**src/rtl/alu_operand_seq.sv**
```systemverilog
// alu_operand_seq: collects two 4-bit operands and a 3-bit opcode from
// switches, one debounced push-button press per field, and presents them to
// an ALU as a complete operation.
//
// Flow: btn -> 2-flop synchronizer -> debouncer -> rising-edge press pulse
//       -> operand FSM (S_A -> S_B -> S_OP -> S_SHOW -> S_A).
//
// Handshake: there is no back-pressure. valid is a level, high exactly while
// the FSM sits in S_SHOW, and a/b/op are stable for as long as valid is high.
// The consumer may sample them on any cycle where valid is 1.
module alu_operand_seq #(
  parameter int DEBOUNCE_CYCLES = 4
) (
  input  logic       clk,
  input  logic       rst_n,
  input  logic       btn,
  input  logic [3:0] sw,
  input  logic [2:0] op_sw,
  input  logic       clr,
  output logic [3:0] a,
  output logic [3:0] b,
  output logic [2:0] op,
  output logic       valid,
  output logic [1:0] state,
  output logic [7:0] ops_done
);

  // One spare bit above clog2 so the counter can hold DEBOUNCE_CYCLES-1
  // for every legal value, including DEBOUNCE_CYCLES == 1.
  localparam int CW = $clog2(DEBOUNCE_CYCLES) + 1;
  localparam logic [CW-1:0] CNT_LAST = CW'(DEBOUNCE_CYCLES - 1);

  typedef enum logic [1:0] {
    S_A    = 2'b00,
    S_B    = 2'b01,
    S_OP   = 2'b10,
    S_SHOW = 2'b11
  } state_t;

  // Input conditioning
  logic          sync_1;
  logic          btn_sync;
  logic          btn_db;
  logic          btn_db_d;
  logic [CW-1:0] db_cnt;
  logic          press;

  // Operand FSM and datapath registers
  state_t     state_r;
  state_t     state_next;
  logic [3:0] a_r;
  logic [3:0] a_next;
  logic [3:0] b_r;
  logic [3:0] b_next;
  logic [2:0] op_r;
  logic [2:0] op_next;
  logic       valid_r;
  logic       valid_next;
  logic [7:0] ops_r;
  logic [7:0] ops_next;

  // Two-flop synchronizer for the asynchronous button; only btn_sync is used.
  always_ff @(posedge clk) begin
    if (!rst_n) begin
      sync_1   <= 1'b0;
      btn_sync <= 1'b0;
    end else begin
      sync_1   <= btn;
      btn_sync <= sync_1;
    end
  end

  // Debouncer: btn_db follows btn_sync only after it has differed for
  // DEBOUNCE_CYCLES consecutive cycles; any return to agreement restarts it.
  // clr deliberately does not touch this logic.
  always_ff @(posedge clk) begin
    if (!rst_n) begin
      db_cnt   <= '0;
      btn_db   <= 1'b0;
      btn_db_d <= 1'b0;
    end else begin
      btn_db_d <= btn_db;
      if (btn_sync == btn_db) begin
        db_cnt <= '0;
      end else if (db_cnt == CNT_LAST) begin
        btn_db <= btn_sync;
        db_cnt <= '0;
      end else begin
        db_cnt <= db_cnt + 1'b1;
      end
    end
  end

  // Press is the single-cycle rising edge of the debounced level; a release
  // produces nothing, so holding the button yields exactly one press.
  assign press = btn_db & ~btn_db_d;

  // Next-state and datapath update; clr outranks a coincident press.
  always_comb begin
    state_next = state_r;
    a_next     = a_r;
    b_next     = b_r;
    op_next    = op_r;
    valid_next = valid_r;
    ops_next   = ops_r;
    if (clr) begin
      state_next = S_A;
      a_next     = 4'd0;
      b_next     = 4'd0;
      op_next    = 3'd0;
      valid_next = 1'b0;
      ops_next   = 8'd0;
    end else if (press) begin
      unique case (state_r)
        S_A: begin
          a_next     = sw;
          state_next = S_B;
        end
        S_B: begin
          b_next     = sw;
          state_next = S_OP;
        end
        S_OP: begin
          op_next    = op_sw;
          valid_next = 1'b1;
          ops_next   = ops_r + 8'd1;
          state_next = S_SHOW;
        end
        S_SHOW: begin
          valid_next = 1'b0;
          state_next = S_A;
        end
        default: begin
          state_next = S_A;
        end
      endcase
    end
  end

  // State and datapath registers; reset outranks clr and press.
  always_ff @(posedge clk) begin
    if (!rst_n) begin
      state_r <= S_A;
      a_r     <= 4'd0;
      b_r     <= 4'd0;
      op_r    <= 3'd0;
      valid_r <= 1'b0;
      ops_r   <= 8'd0;
    end else begin
      state_r <= state_next;
      a_r     <= a_next;
      b_r     <= b_next;
      op_r    <= op_next;
      valid_r <= valid_next;
      ops_r   <= ops_next;
    end
  end

  assign a        = a_r;
  assign b        = b_r;
  assign op       = op_r;
  assign valid    = valid_r;
  assign state    = state_r;
  assign ops_done = ops_r;

endmodule

```
**config.mk**
```make
export PLATFORM = sky130hd
export DESIGN_NAME = alu_operand_seq
export DESIGN_NICKNAME = d
export VERILOG_FILES = /design/src/rtl/alu_operand_seq.sv
export SDC_FILE = /design/constraint.sdc
export NUM_CORES = 1
export LEC_CHECK = 0
export ABC_AREA = 0
export CORE_ASPECT_RATIO = 0.9
export CORE_MARGIN = 2
export CORE_UTILIZATION = 50
export DETAILED_ROUTE_END_ITERATION = 8
export GPL_TIMING_DRIVEN = 0
export PLACE_DENSITY_LB_ADDON = 0.1
export SLEW_MARGIN = 20
export SYNTH_ARGS = -nofsm -noshare
export SYNTH_HDL_FRONTEND = slang
export SYNTH_SLANG_ARGS = --single-unit
```
**constraint.sdc**
```tcl
create_clock -name clk -period 3.4 [get_ports clk]
set_clock_uncertainty 0.1 [all_clocks]
set_input_delay 1.02 -clock clk [delete_from_list [all_inputs] [get_ports clk]]
set_output_delay 1.02 -clock clk [all_outputs]
set_load 0.02 [all_outputs]
```
==> results of run 1 <==
==> logic make-up after synthesis <==
kind of cell | synth area share
AOI/OAI and AO/OA | 0.0982
xor gates and xnor gates | 0.0215
adders and majority gates | 0.0818
buffers and inverters | 0.0501
DFF | 0.474
muxes | 0.0245
and+or+nand+nor | 0.249
==> layer usage <==
metal | up-vias | part of all wire | wire length [um] | track usage
met5 | - | 0 | 0 | 0
met2 | 26 | 0.47 | 1240 | 0.331
met1 | 498 | 0.45 | 1190 | 0.230
met3 | 6 | 0.058 | 153 | 0.0734
met4 | 0 | 0.018 | 46 | 0.0992
li1 | 536 | - | - | -
==> worst max-delay path by stage <==
stage                                    end                     start  slack (ns)
floorplan           ops_done[6]$_SDFFE_PP0P_     state[1]$_SDFFE_PP0P_        1.67
global placement       state[1]$_SDFFE_PP0P_                     rst_n        1.01
detailed placement        op[1]$_SDFFE_PP0P_                     rst_n        0.95
CTS                              ops_done[0]  ops_done[0]$_SDFFE_PP0P_        0.84
global route                     ops_done[0]  ops_done[0]$_SDFFE_PP0P_        0.78
finish                           ops_done[0]  ops_done[0]$_SDFFE_PP0P_        0.82
==> worst register-to-register path, stage by stage (launching register included) <==
cell	delay (ns)
dfxtp_1	0.37
inv_1	0.13
ha_1	0.28
nand3b_4	0.11
buf_6	0.14
or4_1	0.46
a21oi_1	0.15
==> synth_stat cells (3+ instances only) <==
cell / n / area share
nand3b_1: 3 / 0.018
nand2_1: 19 / 0.058
and2_1: 3 / 0.015
a21oi_1: 16 / 0.065
clkbuf_1: 3 / 0.0092
ha_1: 8 / 0.082
nor2_1: 9 / 0.028
dfxtp_1: 29 / 0.47
inv_1: 6 / 0.018
mux2i_1: 3 / 0.025
nor2b_1: 3 / 0.015
nand3_1: 10 / 0.041
==> stage by stage <==
step | cell area (sq um) | total power [mW] | utilization | instances | setup WS (ns)
after floorplan | 1220 | 0.356 | - | 135 | 1.67
after global placement | 1580 | 0.370 | 0.704 | 194 | 1.01
after detailed placement | 1580 | 0.371 | 0.704 | 194 | 0.946
after CTS | 1630 | 0.576 | 0.728 | 201 | 0.838
after global routing | 1630 | 0.596 | 0.728 | 201 | 0.784
final | 1630 | 0.574 | 0.728 | 201 | 0.824
==> cell type report <==
class | instances | area (sq um)
Multi-Input combinational cell | 94 | 582
Buffer | 6 | 38.8
Sequential cell | 29 | 581
Timing Repair Buffer | 32 | 320
Inverter | 6 | 22.5
Tap cell | 27 | 33.8
Clock buffer | 7 | 55.1
Fill cell | 178 | 609
==> power by group through the flow <==
stage / clock [mW] / combinational, mW / sequential, mW
2_1_floorplan: 0 / 0.00631 / 0.349
3_3_place_gp: 0 / 0.0210 / 0.349
3_5_place_dp: 0 / 0.0213 / 0.349
4_1_cts: 0.213 / 0.0215 / 0.341
5_1_grt: 0.231 / 0.0233 / 0.342
6_report: 0.211 / 0.0215 / 0.341
==> flip-flops by register name, summed over array words and instances (netlist names) <==
name / flops
state: 2
op: 3
btn_db_d: 1
a: 4
btn_sync: 1
valid: 1
ops_done: 8
b: 4
sync_1: 1
db_cnt: 3
btn_db: 1
==> placed cells by master (no fill, tap or decap) <==
master and n:
or3_1 2, nand3b_1 3, clkbuf_8 1, clkdlybuf4s50_1 32, and2_1 3, or4_1 2, nand4_1 1, mux2i_1 3
xnor2_1 1, dfxtp_1 29, xor2_1 2, and3b_1 1, clkbuf_1 4, clkbuf_4 5, a21oi_1 16, nand3_1 10
o31ai_1 2, nand3b_4 1, a211oi_1 2, nand4b_1 1, nor2_1 9, buf_2 1, nor2b_1 3, inv_1 6
buf_6 2, nor4_1 1, o21ai_0 2, nand2_1 19, ha_1 8, nand2b_1 2
==> summary.md, run 1 <==
| Metric | Value |
|---|---|
| Core footprint | `~2200 sq um` |
| Slowest-stage cell, CP | `clkdlybuf4s50_1` |
| Placement Rows | `16` |
| Via count | `between 1,000 and 1,500` |
| Period utilisation layout | `0.758` |
| CP Buf/Inv Count | `1` |
| Min-delay worst type | `flip-flop to flip-flop` |
| Post-synthesis sequential area ratio | `0.474` |
| Avg Inst Size Synth | `9.06 sq um` |
| Drt first pass iters | `4` |
| Switch Pwr | `between 100 and 150 uW` |
| Worst-path clk slew | `0.09 ns` |
| F_max | `388 MHz` |
| Initial antenna violation count | `0` |
| Max cap viols | `0` |
| Clock network power share | `0.368` |
| Die area | `2860 sq um` |
| RSZ-0062 raised after global routing | `no` |
| Switching share of power | `0.215` |
| Cell variety after synth | `27` |
| DR vias/cell | `5.30` |
| Max VDD drop | `about 0.28 mV` |
| Worst hold start | `db_cnt[0]$_SDFF_PP0_` |
| Root Driver | `clkbuf_4` |
| Final setup fails | `0` |
| CTS tree | `done` |
| Status | `finished clean` |
| Netlist Area Pre-Place | `around 1200 sq um` |
| Crit. End Element | `primary output` |
| Slew at the pin with the worst max-slew slack | `about 0.54 ns` |
| Hold Crit Endpoint | `db_cnt[0]$_SDFF_PP0_` |
| CTS Buf Count | `5` |
| CTS Hold Buffers Added | `0` |
| Area Overhead vs Synth | `33.4%` |
| R2R setup slack | `1.58 ns` |
| R2r endpoint | `ops_done[6]$_SDFFE_PP0P_` |
| Clock sinks | `29` |
| Power Internal | `between 400 and 500 uW` |
| Antenna violation net count after detailed routing | `0` |
| Synthesized flop and latch total | `29` |
| Die width | `56.1 um` |
| Global Route Usage Sum | `0.201` |
| Critical Path AT | `about 1.5 ns` |
| Io pins | `33` |
| Vias in the first global route | `between 1,000 and 1,500` |
| CTS H-tree lvls | `2` |
| Drt wl/cell | `between 10 and 15 um` |
| CP Class | `flip-flop to primary output` |
| Leak | `roughly 0.59 nW` |
| Fin nets | `193` |
| Slew Viols, Final | `0` |
| FF-to-FF path depth | `6` |
| Starting density of the core | `0.546` |
| Number of synthesized flops with an enable pin | `0` |
| Combinational share of power | `0.037` |
| Post-route minimum period | `~2.6 ns` |
| Post-DP HPWL | `between 1.5 and 2 mm` |
| GR Overflow Total | `0` |
| Crit. path cell count | `1` |
| Fin Setup TNS | `0 ns` |
| Max-slew headroom | `0.638` |
| Post-CTS Setup Repair Bufs | `0` |
| Crit Path Max Fanout | `6` |
| Largest net degree at the start of global routing | `11` |
| WHS Path Cells | `1` |
| Final Hold Vio Count | `0` |
| Worst skew pair latency | `0.33 ns` |
| Post-cts repair resize count | `0` |
| CP Launch Type | `flip-flop` |
| Reg2Reg Launch Point | `state[0]$_SDFFE_PP0P_` |
| Share of cells above drive strength 1 | `0.0575` |
| First-pass GRT wire length | `~4.4 mm` |
| Power per cell area | `351 nW/um^2` |
| DR iter-0 viols | `14` |
| Port Buffers | `32` |
| Residual DRC | `0` |
| Synthesized Nets | `about 150` |
| Cells along the critical path | `clkdlybuf4s50_1` |
| Gpl congestion | `roughly 0.74` |
| Reg power frac | `0.595` |
| Cells after Synth | `approximately 140` |
| Largest stage delay, worst path | `0.66 ns` |
| Clk buf depth | `2` |
| # diodes | `0` |
| Die Y | `around 50 um` |
| Top FF cell, synth | `dfxtp_1` |
| Ys async rst share | `0` |
| Routed WL | `2.63 mm` |
| Worst hold margin | `between 0.3 and 0.4 ns` |
| Yosys warnings | `0` |
| CP required | `2.28 ns` |
| Critical path's top delay family | `buffers and inverters` |
(Power assumes the default switching activity.)
==> run 2, diff against run 1 <==
Settings changed: CORE_UTILIZATION 50 to 42.
Clock period 3.4 ns to 2.1 ns, I/O delays scaled along.
==> run 2 against run 1 <==
  * First-iteration DRC count increased by 140%
  * Global-route usage decreased by 3.0 points
  * Critical path depth unchanged
  * Design area increased by 1.5%
  * Sequential share of layout area decreased by 0.51 points
  * Combinational power increased by 60%
  * Register-to-register slack got worse by 1.3 ns
  * Sequential power increased by 62%
  * Sequential cell count unchanged
  * Hold slack got worse by 0.0067 ns
  * Worst setup slack got worse by 0.74 ns
  * Count of clock-buffer cells in the layout unchanged
==> summary.md, run 2 (synthesis gave the netlist of run 1 again) <==
| Metric | Value |
|---|---|
| Setup ws final | `0.0883 ns (-0.736 ns)` |
| CTS tree | `done` |
| Switch Pwr | `191 uW (+55%)` |
| Switching share of power | `0.207 (-0.00716)` |
| Post-route minimum period | `about 2.0 ns` |
| Port Buffers | `32 (unchanged)` |
| Drt wl/cell | `11.5 um (-12%)` |
| GR Overflow Total | `0 (unchanged)` |
| Post-DP HPWL | `1.89 mm (-1.3%)` |
| Die Y | `55.2 um (+8.4%)` |
| Largest register FFs | `8 (unchanged)` |
| Residual DRC | `0 (unchanged)` |
| Crit Path Max Fanout | `2 (-4)` |
| Starting density of the core | `0.442 (-0.104)` |
| Io pins | `33 (unchanged)` |
| Combinational share of power | `0.038 (about the same)` |
| CTS Hold Buffers Added | `0 (unchanged)` |
| Clock network power share | `0.362 (-0.006)` |
| Final Hold Vio Count | `0 (unchanged)` |
| Worst skew pair latency | `0.32 ns (about the same)` |
| Share of cells above drive strength 1 | `0.0575 (unchanged)` |
| Final Util | `0.598 (-0.130)` |
| Die area | `3360 sq um (+18%)` |
| Largest stage delay, worst path | `0.61 ns (-0.05 ns)` |
| RSZ-0062 raised after global routing | `no` |
| Max cap viols | `0 (unchanged)` |
| Critical path's top delay family | `buffers and inverters` |
| Most common cell after layout, fill and taps aside | `dfxtp_1` |
| Max VDD drop | `0.419 mV (+47%)` |
| Via count | `1,009 (-5.3%)` |
| CTS Buf Count | `5 (unchanged)` |
| Core footprint | `2770 sq um (+24%)` |
| DR iter-0 viols | `33 (+19)` |
| Fin Setup TNS | `0 ns (unchanged)` |
| FF-to-FF path depth | `6 (unchanged)` |
| F_max | `a little under 500 MHz` |
| First-pass GRT wire length | `4.28 mm (-2.1%)` |
| Setup slack at placement | `0.0458 ns (-0.900 ns)` |
| CP Launch Type | `flip-flop` |
| Status | `finished clean` |
| Max-slew headroom | `0.662 (+0.0243)` |
| Crit. path cell count | `1 (unchanged)` |
| Area Overhead vs Synth | `35.4%` |
| Slowest-stage cell, CP | `clkdlybuf4s50_1` |
| Root Driver | `clkbuf_4` |
| Largest net degree at the start of global routing | `11 (unchanged)` |
| Most frequent cells in the layout | `dfxtp_1, clkdlybuf4s50_1, nand2_1` |
| Slew at the pin with the worst max-slew slack | `0.507 ns (-0.0365 ns)` |
| Post-CTS Setup Repair Bufs | `0 (unchanged)` |
| Crit. End Element | `primary output` |
| Period utilisation layout | `0.958` |
| Leak | `0.704 nW (+19%)` |
| Global Route Usage Sum | `0.171 (-0.0297)` |
| Final setup fails | `0 (unchanged)` |
| CP Buf/Inv Count | `1 (unchanged)` |
| WHS Path Cells | `1 (unchanged)` |
| Min-delay worst type | `flip-flop to flip-flop` |
| Worst-path clk slew | `0.09 ns (about the same)` |
| Power per cell area | `556 nW/um^2 (+58%)` |
| DR vias/cell | `4.71 (-11%)` |
| Antenna violation net count after detailed routing | `0 (unchanged)` |
| Die width | `60.9 um (+8.5%)` |
| Vias in the first global route | `981 (-4.1%)` |
| CP required | `1.37 ns (-0.91 ns)` |
| Fin nets | `193 (unchanged)` |
| Clk buf depth | `2 (unchanged)` |
| # diodes | `0 (unchanged)` |
| CTS H-tree lvls | `2 (unchanged)` |
| Reg power frac | `0.600 (+0.005)` |
| Clock sinks | `29 (unchanged)` |
| CP Class | `flip-flop to primary output` |
| Placement Rows | `18 (+2)` |
| Gpl congestion | `0.741 (+0.86%)` |
| Critical Path AT | `1.28 ns (-0.18 ns)` |
| Initial antenna violation count | `0 (unchanged)` |
| Routed WL | `2.45 mm (-6.7%)` |
| Slew Viols, Final | `0 (unchanged)` |
| Cells along the critical path | `clkdlybuf4s50_1` |
| Drt first pass iters | `4 (unchanged)` |
| Power Internal | `730 uW (+62%)` |
## run 2: cell types whose count changed in the layout (fill, tap and decap cells not counted)
cell             change
dlymetal6s2s_1       +5
dlygate4sd2_1        +4
clkdlybuf4s50_1      -9
## run 2: through the flow
| stage | hold WS [ns] | instance area (sq um) | power, mW | std cells |
|---|---|---|---|---|
| after floorplan | 0.299 | 1220 | 0.576 | 135 |
| after global placement | 0.307 | 1590 | 0.600 | 207 |
| after detailed placement | 0.315 | 1590 | 0.600 | 207 |
| after CTS | 0.327 | 1640 | 0.933 | 214 |
| after global routing | 0.356 | 1660 | 0.970 | 214 |
| final | 0.323 | 1660 | 0.921 | 214 |
## run 2: metal layers
metal  vias up  wire, um  global-route usage
li1        537         -                   -
met1       447      1160               0.216
met2        23      1140               0.258
met3         2       131              0.0796
met4         0        15              0.0497
met5         -         0                   0
## run 2: power by group through the flow
| stage | logic (mW) | registers, mW | clock network [mW] |
|---|---|---|---|
| floorplan | 0.0102 | 0.565 | 0 |
| global placement | 0.0342 | 0.566 | 0 |
| detailed placement | 0.0344 | 0.566 | 0 |
| CTS | 0.0347 | 0.553 | 0.346 |
| global route | 0.0372 | 0.553 | 0.379 |
| finish | 0.0345 | 0.553 | 0.334 |
## run 2: cell type report
type                            instances  area [sq um]
Clock buffer                            7          55.1
Buffer                                  6          38.8
Tap cell                               40          50.0
Inverter                                6          22.5
Sequential cell                        29           581
Timing Repair Buffer                   32           328
Multi-Input combinational cell         94           582
Fill cell                             266          1110
## run 2: final timing paths
path	start	to	slack, ns
worst max-delay path	b[2]$_SDFFE_PP0P_	b[2]	0.09
worst min-delay path	db_cnt[0]$_SDFF_PP0_	db_cnt[0]$_SDFF_PP0_	0.32
worst max register to register	state[0]$_SDFFE_PP0P_	ops_done[6]$_SDFFE_PP0P_	0.31
worst min register to register	db_cnt[0]$_SDFF_PP0_	db_cnt[0]$_SDFF_PP0_	0.32
## run 2: repair_timing
item / CTS / global route
endpoints found under the hold margin: 0 / 0
gates resized for setup: 4 / 5
setup endpoints to repair: 4 / 5
